[src/rtl/clk_set_ctrl_if.sv]
// Button/strobe bundle for the clock time-setting controller.
// master drives the raw buttons, slave emits the counter strobes and mode.
interface clk_set_ctrl_if;
  logic       btn_mode;
  logic       btn_up;
  logic       btn_down;
  logic       hrs_incr;
  logic       hrs_dcr;
  logic       min_incr;
  logic       min_dcr;
  logic       run_en;
  logic       sec_clr;
  logic [1:0] mode;

  modport master (
    output btn_mode, btn_up, btn_down,
    input  hrs_incr, hrs_dcr, min_incr, min_dcr,
    input  run_en, sec_clr, mode
  );

  modport slave (
    input  btn_mode, btn_up, btn_down,
    output hrs_incr, hrs_dcr, min_incr, min_dcr,
    output run_en, sec_clr, mode
  );
endinterface

[src/rtl/clk_set_ctrl.sv]
// Time-setting front end: sync + debounce of mode/up/down buttons,
// RUN/SET_HRS/SET_MIN mode FSM, and incr/dcr pulses with auto-repeat.
// Ports: clk, rst_n (sync, active low), bus (slave: buttons in,
// hrs/min incr/dcr, run_en, sec_clr, mode out).
module clk_set_ctrl #(
  parameter int unsigned DEB_CYCLES  = 4,
  parameter int unsigned HOLD_CYCLES = 16,
  parameter int unsigned RPT_CYCLES  = 4
) (
  input logic           clk,
  input logic           rst_n,
  clk_set_ctrl_if.slave bus
);

  typedef enum logic [1:0] {
    RUN     = 2'b00,
    SET_HRS = 2'b01,
    SET_MIN = 2'b10,
    BAD     = 2'b11
  } mode_e;

  localparam logic [15:0] DEB_LAST = 16'(DEB_CYCLES - 1);
  localparam logic [15:0] HOLD_N   = 16'(HOLD_CYCLES);
  localparam logic [15:0] RPT_N    = 16'(RPT_CYCLES);

  // bit 0 = mode, bit 1 = up, bit 2 = down
  logic [2:0]  raw;
  logic [2:0]  s1_q, s2_q;
  logic [2:0]  deb_q, deb_d;
  logic [2:0]  prv_q;
  logic [15:0] dcnt_q [3];
  logic [15:0] dcnt_d [3];

  mode_e       mode_q, mode_d;
  logic        lk_up_q, lk_up_d;
  logic        lk_dn_q, lk_dn_d;
  logic [15:0] rcnt_q, rcnt_d;
  logic        rph_q, rph_d;
  logic        hi_q, hi_d, hd_q, hd_d;
  logic        mi_q, mi_d, md_q, md_d;
  logic        sc_q, sc_d;

  logic [2:0]  rise;
  logic        mode_rise, both, set_mode;
  logic        en_up, en_dn, active;
  logic        new_press, hit, fire;

  assign raw = {bus.btn_down, bus.btn_up, bus.btn_mode};

  always_comb begin
    deb_d = deb_q;
    for (int i = 0; i < 3; i++) begin
      dcnt_d[i] = '0;
      if (s2_q[i] != deb_q[i]) begin
        if (dcnt_q[i] == DEB_LAST) deb_d[i] = s2_q[i];
        else dcnt_d[i] = dcnt_q[i] + 16'd1;
      end
    end
  end

  assign rise      = deb_q & ~prv_q;
  assign mode_rise = rise[0];
  assign both      = deb_q[1] & deb_q[2];
  assign set_mode  = (mode_q == SET_HRS) || (mode_q == SET_MIN);

  // A button only drives pulses when it alone is held, it was pressed
  // fresh in a set mode, and no mode change is happening this cycle.
  assign en_up = deb_q[1] & ~deb_q[2] & ~lk_up_q
               & set_mode & ~mode_rise;
  assign en_dn = deb_q[2] & ~deb_q[1] & ~lk_dn_q
               & set_mode & ~mode_rise;
  assign active    = en_up | en_dn;
  assign new_press = (en_up & rise[1]) | (en_dn & rise[2]);
  assign hit       = rph_q ? (rcnt_q == RPT_N)
                           : (rcnt_q == HOLD_N);
  assign fire      = active & (new_press | hit);

  always_comb begin
    mode_d  = mode_q;
    lk_up_d = deb_q[1] & (lk_up_q | mode_rise | both);
    lk_dn_d = deb_q[2] & (lk_dn_q | mode_rise | both);
    rcnt_d  = '0;
    rph_d   = 1'b0;
    hi_d    = fire & en_up & (mode_q == SET_HRS);
    hd_d    = fire & en_dn & (mode_q == SET_HRS);
    mi_d    = fire & en_up & (mode_q == SET_MIN);
    md_d    = fire & en_dn & (mode_q == SET_MIN);
    sc_d    = mode_rise & (mode_q == SET_MIN);

    unique case (mode_q)
      RUN:     if (mode_rise) mode_d = SET_HRS;
      SET_HRS: if (mode_rise) mode_d = SET_MIN;
      SET_MIN: if (mode_rise) mode_d = RUN;
      BAD:     mode_d = RUN;
    endcase

    // Count stays one ahead: the pulse cycle loads 1, so the next
    // pulse lands exactly HOLD (then RPT) edges later.
    if (active) begin
      if (new_press) begin
        rcnt_d = 16'd1;
      end else if (hit) begin
        rcnt_d = 16'd1;
        rph_d  = 1'b1;
      end else begin
        rcnt_d = rcnt_q + 16'd1;
        rph_d  = rph_q;
      end
    end
  end

  always_ff @(posedge clk) begin
    if (!rst_n) begin
      s1_q    <= '0;
      s2_q    <= '0;
      deb_q   <= '0;
      prv_q   <= '0;
      for (int i = 0; i < 3; i++) dcnt_q[i] <= '0;
      mode_q  <= RUN;
      lk_up_q <= 1'b0;
      lk_dn_q <= 1'b0;
      rcnt_q  <= '0;
      rph_q   <= 1'b0;
      hi_q    <= 1'b0;
      hd_q    <= 1'b0;
      mi_q    <= 1'b0;
      md_q    <= 1'b0;
      sc_q    <= 1'b0;
    end else begin
      s1_q    <= raw;
      s2_q    <= s1_q;
      deb_q   <= deb_d;
      prv_q   <= deb_q;
      for (int i = 0; i < 3; i++) dcnt_q[i] <= dcnt_d[i];
      mode_q  <= mode_d;
      lk_up_q <= lk_up_d;
      lk_dn_q <= lk_dn_d;
      rcnt_q  <= rcnt_d;
      rph_q   <= rph_d;
      hi_q    <= hi_d;
      hd_q    <= hd_d;
      mi_q    <= mi_d;
      md_q    <= md_d;
      sc_q    <= sc_d;
    end
  end

  assign bus.hrs_incr = hi_q;
  assign bus.hrs_dcr  = hd_q;
  assign bus.min_incr = mi_q;
  assign bus.min_dcr  = md_q;
  assign bus.sec_clr  = sc_q;
  assign bus.run_en   = (mode_q == RUN);
  assign bus.mode     = mode_q;

endmodule

[src/flat_wrapper.sv]
// flat-port wrapper written by rule: the top's interface ports become plain ports
module clk_set_ctrl_flat 
#(
  parameter int unsigned DEB_CYCLES  = 4,
  parameter int unsigned HOLD_CYCLES = 16,
  parameter int unsigned RPT_CYCLES  = 4
)
  (clk, rst_n, bus_btn_mode, bus_btn_up, bus_btn_down, bus_hrs_incr, bus_hrs_dcr, bus_min_incr, bus_min_dcr, bus_run_en, bus_sec_clr, bus_mode);
  clk_set_ctrl_if bus_i ();
  input logic clk;
  input logic rst_n;
  input wire logic [$bits(bus_i.btn_mode)-1:0] bus_btn_mode;
  input wire logic [$bits(bus_i.btn_up)-1:0] bus_btn_up;
  input wire logic [$bits(bus_i.btn_down)-1:0] bus_btn_down;
  output wire logic [$bits(bus_i.hrs_incr)-1:0] bus_hrs_incr;
  output wire logic [$bits(bus_i.hrs_dcr)-1:0] bus_hrs_dcr;
  output wire logic [$bits(bus_i.min_incr)-1:0] bus_min_incr;
  output wire logic [$bits(bus_i.min_dcr)-1:0] bus_min_dcr;
  output wire logic [$bits(bus_i.run_en)-1:0] bus_run_en;
  output wire logic [$bits(bus_i.sec_clr)-1:0] bus_sec_clr;
  output wire logic [$bits(bus_i.mode)-1:0] bus_mode;
  assign bus_i.btn_mode = bus_btn_mode;
  assign bus_i.btn_up = bus_btn_up;
  assign bus_i.btn_down = bus_btn_down;
  assign bus_hrs_incr = bus_i.hrs_incr;
  assign bus_hrs_dcr = bus_i.hrs_dcr;
  assign bus_min_incr = bus_i.min_incr;
  assign bus_min_dcr = bus_i.min_dcr;
  assign bus_run_en = bus_i.run_en;
  assign bus_sec_clr = bus_i.sec_clr;
  assign bus_mode = bus_i.mode;
  clk_set_ctrl #(.DEB_CYCLES(DEB_CYCLES), .HOLD_CYCLES(HOLD_CYCLES), .RPT_CYCLES(RPT_CYCLES)) u_core (.clk(clk), .rst_n(rst_n), .bus(bus_i));
endmodule
[config.mk]
export PLATFORM = sky130hd
export DESIGN_NAME = clk_set_ctrl_flat
export DESIGN_NICKNAME = d
export VERILOG_FILES = /design/src/rtl/clk_set_ctrl_if.sv /design/src/rtl/clk_set_ctrl.sv /design/src/flat_wrapper.sv
export SDC_FILE = /design/constraint.sdc
export NUM_CORES = 1
export LEC_CHECK = 0
export ABC_AREA = 1
export CAP_MARGIN = 20
export CORE_ASPECT_RATIO = 0.9
export CORE_MARGIN = 2
export CORE_UTILIZATION = 40
export DETAILED_ROUTE_END_ITERATION = 8
export PLACE_DENSITY = 0.6
export SETUP_SLACK_MARGIN = 0.02
export SLEW_MARGIN = 15
export SYNTH_ARGS = -nofsm -noshare
export SYNTH_HDL_FRONTEND = slang
export SYNTH_SLANG_ARGS = --single-unit
[constraint.sdc]
create_clock -name clk -period 2.2 [get_ports clk]
set_input_delay 0.66 -clock clk [delete_from_list [all_inputs] [get_ports clk]]
set_output_delay 0.66 -clock clk [all_outputs]
set_load 0.01 [all_outputs]
==> impl_metrics.json, run 1 <==
{
  "p_seq_share_pct": 49.8,
  "setup_viol": 0,
  "drive_gt1_share_pct": 7.27,
  "num_vias": 3496,
  "final_cell_mix": "125 x nand2_1, 86 x inv_1, 85 x dfxtp_1",
  "rsz0062_at_grt": "no",
  "numCtsBuffers": 9,
  "vias_per_cell": 4.76,
  "max_cap_viol_count": 0,
  "total_power_mw": 3.15,
  "fillCellCount": 1009,
  "synth-edff-count": 0,
  "synthArstFlopShare_pct": 0,
  "dp_hpwl_um": 5840,
  "instances_no_fill": 734,
  "max_freq_mhz": 517,
  "diodes": 0,
  "max-slew-margin-rel_pct": 69.0,
  "dp_cells": 718,
  "skew_ns": 0.00714,
  "vdd_drop_max_v": 0.000467,
  "place_congestion": 0.863,
  "overflow": 0,
  "clk_pin_slew_ns": 0.06,
  "grt_max_degree": 21,
  "cpPeakStageDelay_ns": 0.56,
  "slowest_stage": "clkdlybuf4s50_1",
  "initial_core_util_pct": 40.6,
  "critPathCapture": "bus_mode[1]",
  "path_cells": "clkdlybuf4s50_1",
  "endpoint_kind": "primary output",
  "drc": 0,
  "syn2layout_area_growth_pct": 14.1,
  "p_sw_mw": 0.652,
  "cts_root_buf": "clkbuf_16",
  "crit_type": "reg -> out",
  "placeableCoreArea_um2": 10100,
  "rows": 35,
  "hold_ws_ns": 0.414,
  "tightest_slew_ns": 0.461,
  "p_int_mw": 2.49,
  "cp.depth": 1,
  "synth_ff_type": "dfxtp_1",
  "clk-insertion-delay-late_ns": 0.33,
  "swShare_pct": 20.7,
  "r2r_slack_ns": 0.52,
  "slew_viol_final": 0,
  "cts_tree": "built",
  "startpoint": "u_core.bus.mode[1]$_SDFFE_PN0P_",
  "cp_max_fo": 4,
  "final_common_cell": "nand2_1",
  "p_comb_share_pct": 1.1,
  "wl_per_cell_um": 10.8,
  "cts.htree.levels": 3,
  "reg2reg_to": "u_core.rcnt_q[14]$_SDFF_PP0_",
  "track_usage_pct": 14.7,
  "drt-initial-drc-count": 112,
  "dieArea_um2": 11100,
  "rr_worst_depth": 10,
  "synth.avg_cell_area_um2": 7.09,
  "worst-path-buf-inv": 1,
  "dr.pass1.iters": 5,
  "r2r_start": "u_core.bus.mode[1]$_SDFFE_PN0P_",
  "synthDistinctLibCells": 26,
  "min_period_ns": 1.94,
  "critPathArrivalTime_ns": 1.28,
  "hold_viol": 0,
  "synth_nets": 592,
  "wirelength_um": 7960,
  "p_clk_share_pct": 49.1,
  "critPathLaunchType": "flip-flop",
  "die_x_um": 111,
  "ant_nets": 0,
  "cts.sinks": 86,
  "synthesis.area_um2": 4100,
  "fin_util_pct": 46.3,
  "synth_top_area_share_pct": 42.0,
  "crit_family": "buffers and inverters",
  "cts_hold_buffers": 0,
  "final_nets": 613,
  "final.period_utilization_pct": 88.0,
  "portBuffers": 12,
  "pwr_density_cell_nw_per_um2": 672,
  "worstPathRequired_ns": 1.54,
  "p_leak_nw": 1.60,
  "synth-seq-cells": 86,
  "syn_inst": 579,
  "seq_area_frac_synth_pct": 42.0,
  "grt_pass1_vias": 3216,
  "cts_buffer_depth": 2,
  "cts_setup_buffers": 0,
  "grt_pass1_wl_um": 14000,
  "status": "complete, no violations",
  "final.setup.tns_ns": 0,
  "ios": 13,
  "dieHeight_um": 100,
  "synth_area_leaders": "dfxtp_1 42%, nand2_1 11%, inv_1 7.9%, nor2_1 7.7%, nand3_1 5.0%",
  "antenna_found_initial": 0,
  "hold_path.class": "reg -> reg",
  "ys_warn_count": 0,
  "yosys.area.top_type": "dfxtp_1"
}
worst register-to-register path: cells and delay by family, from the launching register on:
kind / cells / cell delay [ns]
adders and majority gates: 1 / 0.31
buffers and inverters: 2 / 0.16
DFF: 1 / 0.39
and+or+nand+nor: 7 / 0.75
metal layers:
metal / track usage, % / share of wire [%] / vias up
li1: - / - / 1881
met1: 20.3 / 53 / 1568
met2: 24.1 / 44 / 40
met3: 2.17 / 2.5 / 7
met4: 4.52 / 1.0 / 0
met5: 0 / 0 / -
synthesized netlist by cell type (2+ instances only):
master / count
or2_2: 2
nor2_4: 5
buf_4: 3
o21ai_0: 10
nand3_2: 2
nand2_2: 3
nand3_1: 41
dfxtp_1: 86
xor2_1: 16
nor2_1: 84
a21oi_1: 39
nor2_2: 9
nand3b_1: 5
xnor2_1: 5
ha_1: 8
nand4_1: 26
nor3_1: 17
inv_1: 86
nand2_1: 125
registers in the layout (all words and copies together) (netlist names), 2 cells and up:
| name | flops |
|---|---|
| u_core.deb_q | 3 |
| u_core.s2_q | 3 |
| u_core.s1_q | 3 |
| u_core.dcnt_q | 48 |
| u_core.rcnt_q | 16 |
| u_core.prv_q | 3 |
| u_core.bus.mode | 2 |
what timing repair did:
action / 4_1_cts / 5_1_grt
endpoints found under the setup margin: 0 / 1
hold endpoints to repair: 0 / 0
gates resized for setup: 0 / 2
final cells by class:
class / count / area, um2 / area share (%)
clock buffers: 10 / 239 / 5.11
clock inverters: 6 / 68.8 / 1.47
inverters: 87 / 327 / 6.98
multi-input cells: 400 / 2000 / 42.7
flip-flops and latches: 86 / 1720 / 36.8
well taps: 129 / 161 / 3.45
repair buffers: 16 / 165 / 3.53
power groups by stage:
stage          logic [mW]  clock network [mW]  registers, mW
6_report           0.0355                1.54           1.57
5_1_grt            0.0395                1.65           1.57
3_5_place_dp       0.0355                   0           1.60
4_1_cts            0.0358                1.58           1.57
2_1_floorplan      0.0208                   0           1.60
3_3_place_gp       0.0350                   0           1.60
cells by family (layout without fill, tap and decap cells):
| logic type | after synthesis | after routing | synth area share [%] |
|---|---|---|---|
| XOR/XNOR | 21 | 21 | 4.48 |
| AO/OA/AOI/OAI | 50 | 50 | 6.16 |
| buffers and inverters | 93 | 119 | 9.36 |
| AND/OR/NAND/NOR | 321 | 321 | 35.6 |
| flip-flops | 86 | 86 | 42.0 |
| adder cells (fa/ha/maj) | 8 | 8 | 2.44 |
worst min-delay path by stage:
stage                              startpoint                         to  slack (ns)  cells past startpoint
detailed placement  u_core.s1_q[2]$_SDFF_PN0_  u_core.s2_q[2]$_SDFF_PN0_        0.40                      2
CTS                 u_core.s1_q[2]$_SDFF_PN0_  u_core.s2_q[2]$_SDFF_PN0_        0.42                      2
global route        u_core.s1_q[0]$_SDFF_PN0_  u_core.s2_q[0]$_SDFF_PN0_        0.43                      2
global placement    u_core.s1_q[0]$_SDFF_PN0_  u_core.s2_q[0]$_SDFF_PN0_        0.39                      2
floorplan           u_core.s1_q[0]$_SDFF_PN0_  u_core.s2_q[0]$_SDFF_PN0_        0.39                      2
finish              u_core.s1_q[2]$_SDFF_PN0_  u_core.s2_q[2]$_SDFF_PN0_        0.41                      2
stage by stage:
step                setup slack (ns)  cell area (um2)
finish                         0.264             4680
global route                   0.231             4680
CTS                           0.0215             4680
detailed placement             0.195             4370
global placement               0.225             4370
floorplan                      0.639             4100
(Power assumes the default switching activity.)
==> run 2, diff against run 1 <==
- MAX_ROUTING_LAYER: unset -> met4
==> impl_metrics.json, run 2 (synthesis gave the netlist of run 1 again) <==
{
  "fin_ws_ns": 0.262,
  "rsz0062_at_grt": "no",
  "slowest_stage": "clkdlybuf4s50_1",
  "grt_max_degree": 21,
  "track_usage_pct": 15.2,
  "vdd_drop_max_v": 0.000467,
  "num_vias": 3505,
  "cts_tree": "built",
  "cts_setup_buffers": 0,
  "dr.pass1.iters": 4,
  "final_common_cell": "nand2_1",
  "largest_reg_flops": 48,
  "p_leak_nw": 1.60,
  "cts.sinks": 86,
  "stdcell_area_um2": 4680,
  "grt_pass1_wl_um": 14000,
  "clk_pin_slew_ns": 0.06,
  "cts_hold_buffers": 0,
  "wirelength_um": 7960,
  "final_nets": 613,
  "p_int_mw": 2.49,
  "worstPathRequired_ns": 1.54,
  "p_sw_mw": 0.652,
  "hold_ws_ns": 0.414,
  "final_cell_mix": "125 x nand2_1, 86 x inv_1, 85 x dfxtp_1",
  "numCtsBuffers": 9,
  "slew_viol_final": 0,
  "holdPathEnd": "u_core.s2_q[2]$_SDFF_PN0_",
  "cts.htree.levels": 3,
  "tightest_slew_ns": 0.466,
  "p_comb_share_pct": 1.1,
  "fin_util_pct": 46.3,
  "placeableCoreArea_um2": 10100,
  "max_freq_mhz": 516,
  "dieHeight_um": 100,
  "cp_max_fo": 4,
  "reg2reg_to": "u_core.rcnt_q[14]$_SDFF_PP0_",
  "place_congestion": 0.877,
  "pre_cts_ws_ns": 0.195,
  "ant_nets": 0,
  "max-slew-margin-rel_pct": 68.7,
  "grt_pass1_vias": 3215,
  "drt-initial-drc-count": 125,
  "r2r_slack_ns": 0.51,
  "portBuffers": 12,
  "vias_per_cell": 4.78,
  "rr_worst_depth": 10,
  "cts_root_buf": "clkbuf_16",
  "p_clk_share_pct": 49.1,
  "pwr_density_cell_nw_per_um2": 672,
  "largest-register": "u_core.dcnt_q",
  "cpPeakStageDelay_ns": 0.56,
  "setup_viol": 0,
  "endpoint_kind": "primary output",
  "min_period_ns": 1.94,
  "hold_depth": 2,
  "drive_gt1_share_pct": 7.27,
  "ios": 13,
  "hold_start": "u_core.s1_q[2]$_SDFF_PN0_",
  "r2r_start": "u_core.bus.mode[1]$_SDFFE_PN0P_",
  "wl_per_cell_um": 10.8,
  "instances_no_fill": 734,
  "clk-insertion-delay-late_ns": 0.33,
  "antenna_found_initial": 0,
  "final.setup.tns_ns": 0,
  "crit_family": "buffers and inverters",
  "rows": 35,
  "final.period_utilization_pct": 88.1,
  "dieArea_um2": 11100,
  "die_x_um": 111,
  "worst-path-buf-inv": 1,
  "cts_resized": 0,
  "dpl_cell_area_um2": 4370,
  "critPathArrivalTime_ns": 1.28,
  "skew_ns": 0.00728,
  "initial_core_util_pct": 40.6,
  "max_cap_viol_count": 0,
  "total_power_mw": 3.15,
  "top_regs": "u_core.dcnt_q x48, u_core.rcnt_q x16",
  "path_cells": "clkdlybuf4s50_1",
  "status": "complete, no violations",
  "critPathLaunchType": "flip-flop",
  "dp_hpwl_um": 5840,
  "swShare_pct": 20.7,
  "p_seq_share_pct": 49.8,
  "diodes": 0,
  "drc": 0,
  "crit_type": "reg -> out",
  "overflow": 0,
  "hold_path.class": "reg -> reg",
  "cts_buffer_depth": 2,
  "hold_viol": 0,
  "syn2layout_area_growth_pct": 14.1,
  "dp_cells": 718
}
==> run 2: cell counts in the layout (fill, tap and decap cells not counted) <==
Identical to the previous run, type by type.
==> run 2: layer usage <==
metal	vias up	wire length, um	GRT usage (%)
met2	41	3470	24.1
met5	-	0	-
met1	1576	4210	20.4
met3	7	194	2.17
li1	1881	-	-
met4	0	82	4.52
==> run 2: power groups by stage <==
stage,sequential [mW],combinational [mW],clock [mW]
after floorplan,1.60,0.0208,0
after global placement,1.60,0.0350,0
after detailed placement,1.60,0.0355,0
after CTS,1.57,0.0358,1.58
after global routing,1.57,0.0395,1.65
final,1.57,0.0355,1.54
==> run 2: worst max path at each step <==
| stage | start | endpoint | slack (ns) | cells past startpoint |
|---|---|---|---|---|
| global route | u_core.bus.mode[1]$_SDFFE_PN0P_ | bus_mode[1] | 0.22 | 1 |
| CTS | u_core.bus.mode[0]$_SDFFE_PN0P_ | bus_run_en | 0.02 | 3 |
| detailed placement | rst_n | u_core.dcnt_q[0][29]$_SDFF_PP0_ | 0.19 | 7 |
| floorplan | u_core.bus.mode[0]$_SDFFE_PN0P_ | u_core.rcnt_q[9]$_SDFF_PP0_ | 0.64 | 11 |
| finish | u_core.bus.mode[1]$_SDFFE_PN0P_ | bus_mode[1] | 0.26 | 1 |
| global placement | rst_n | u_core.dcnt_q[0][40]$_SDFF_PP0_ | 0.23 | 7 |
==> run 2: worst reg2reg max path, stage by stage, from the launching register on <==
cell	delay, ns
dfxtp_1	0.39
inv_1	0.08
ha_1	0.31
nand2_1	0.06
inv_1	0.08
nand3_2	0.09
nand2_2	0.08
nand2_2	0.06
nor2_4	0.14
nand2_4	0.18
nor2_1	0.14
==> run 2: final cells by class <==
cell class	count	area (um2)
fillers	1009	5440
clock inverters	6	68.8
inverters	87	327
repair buffers	16	165
multi-input cells	400	2000
well taps	129	161
clock buffers	10	239
flip-flops and latches	86	1720
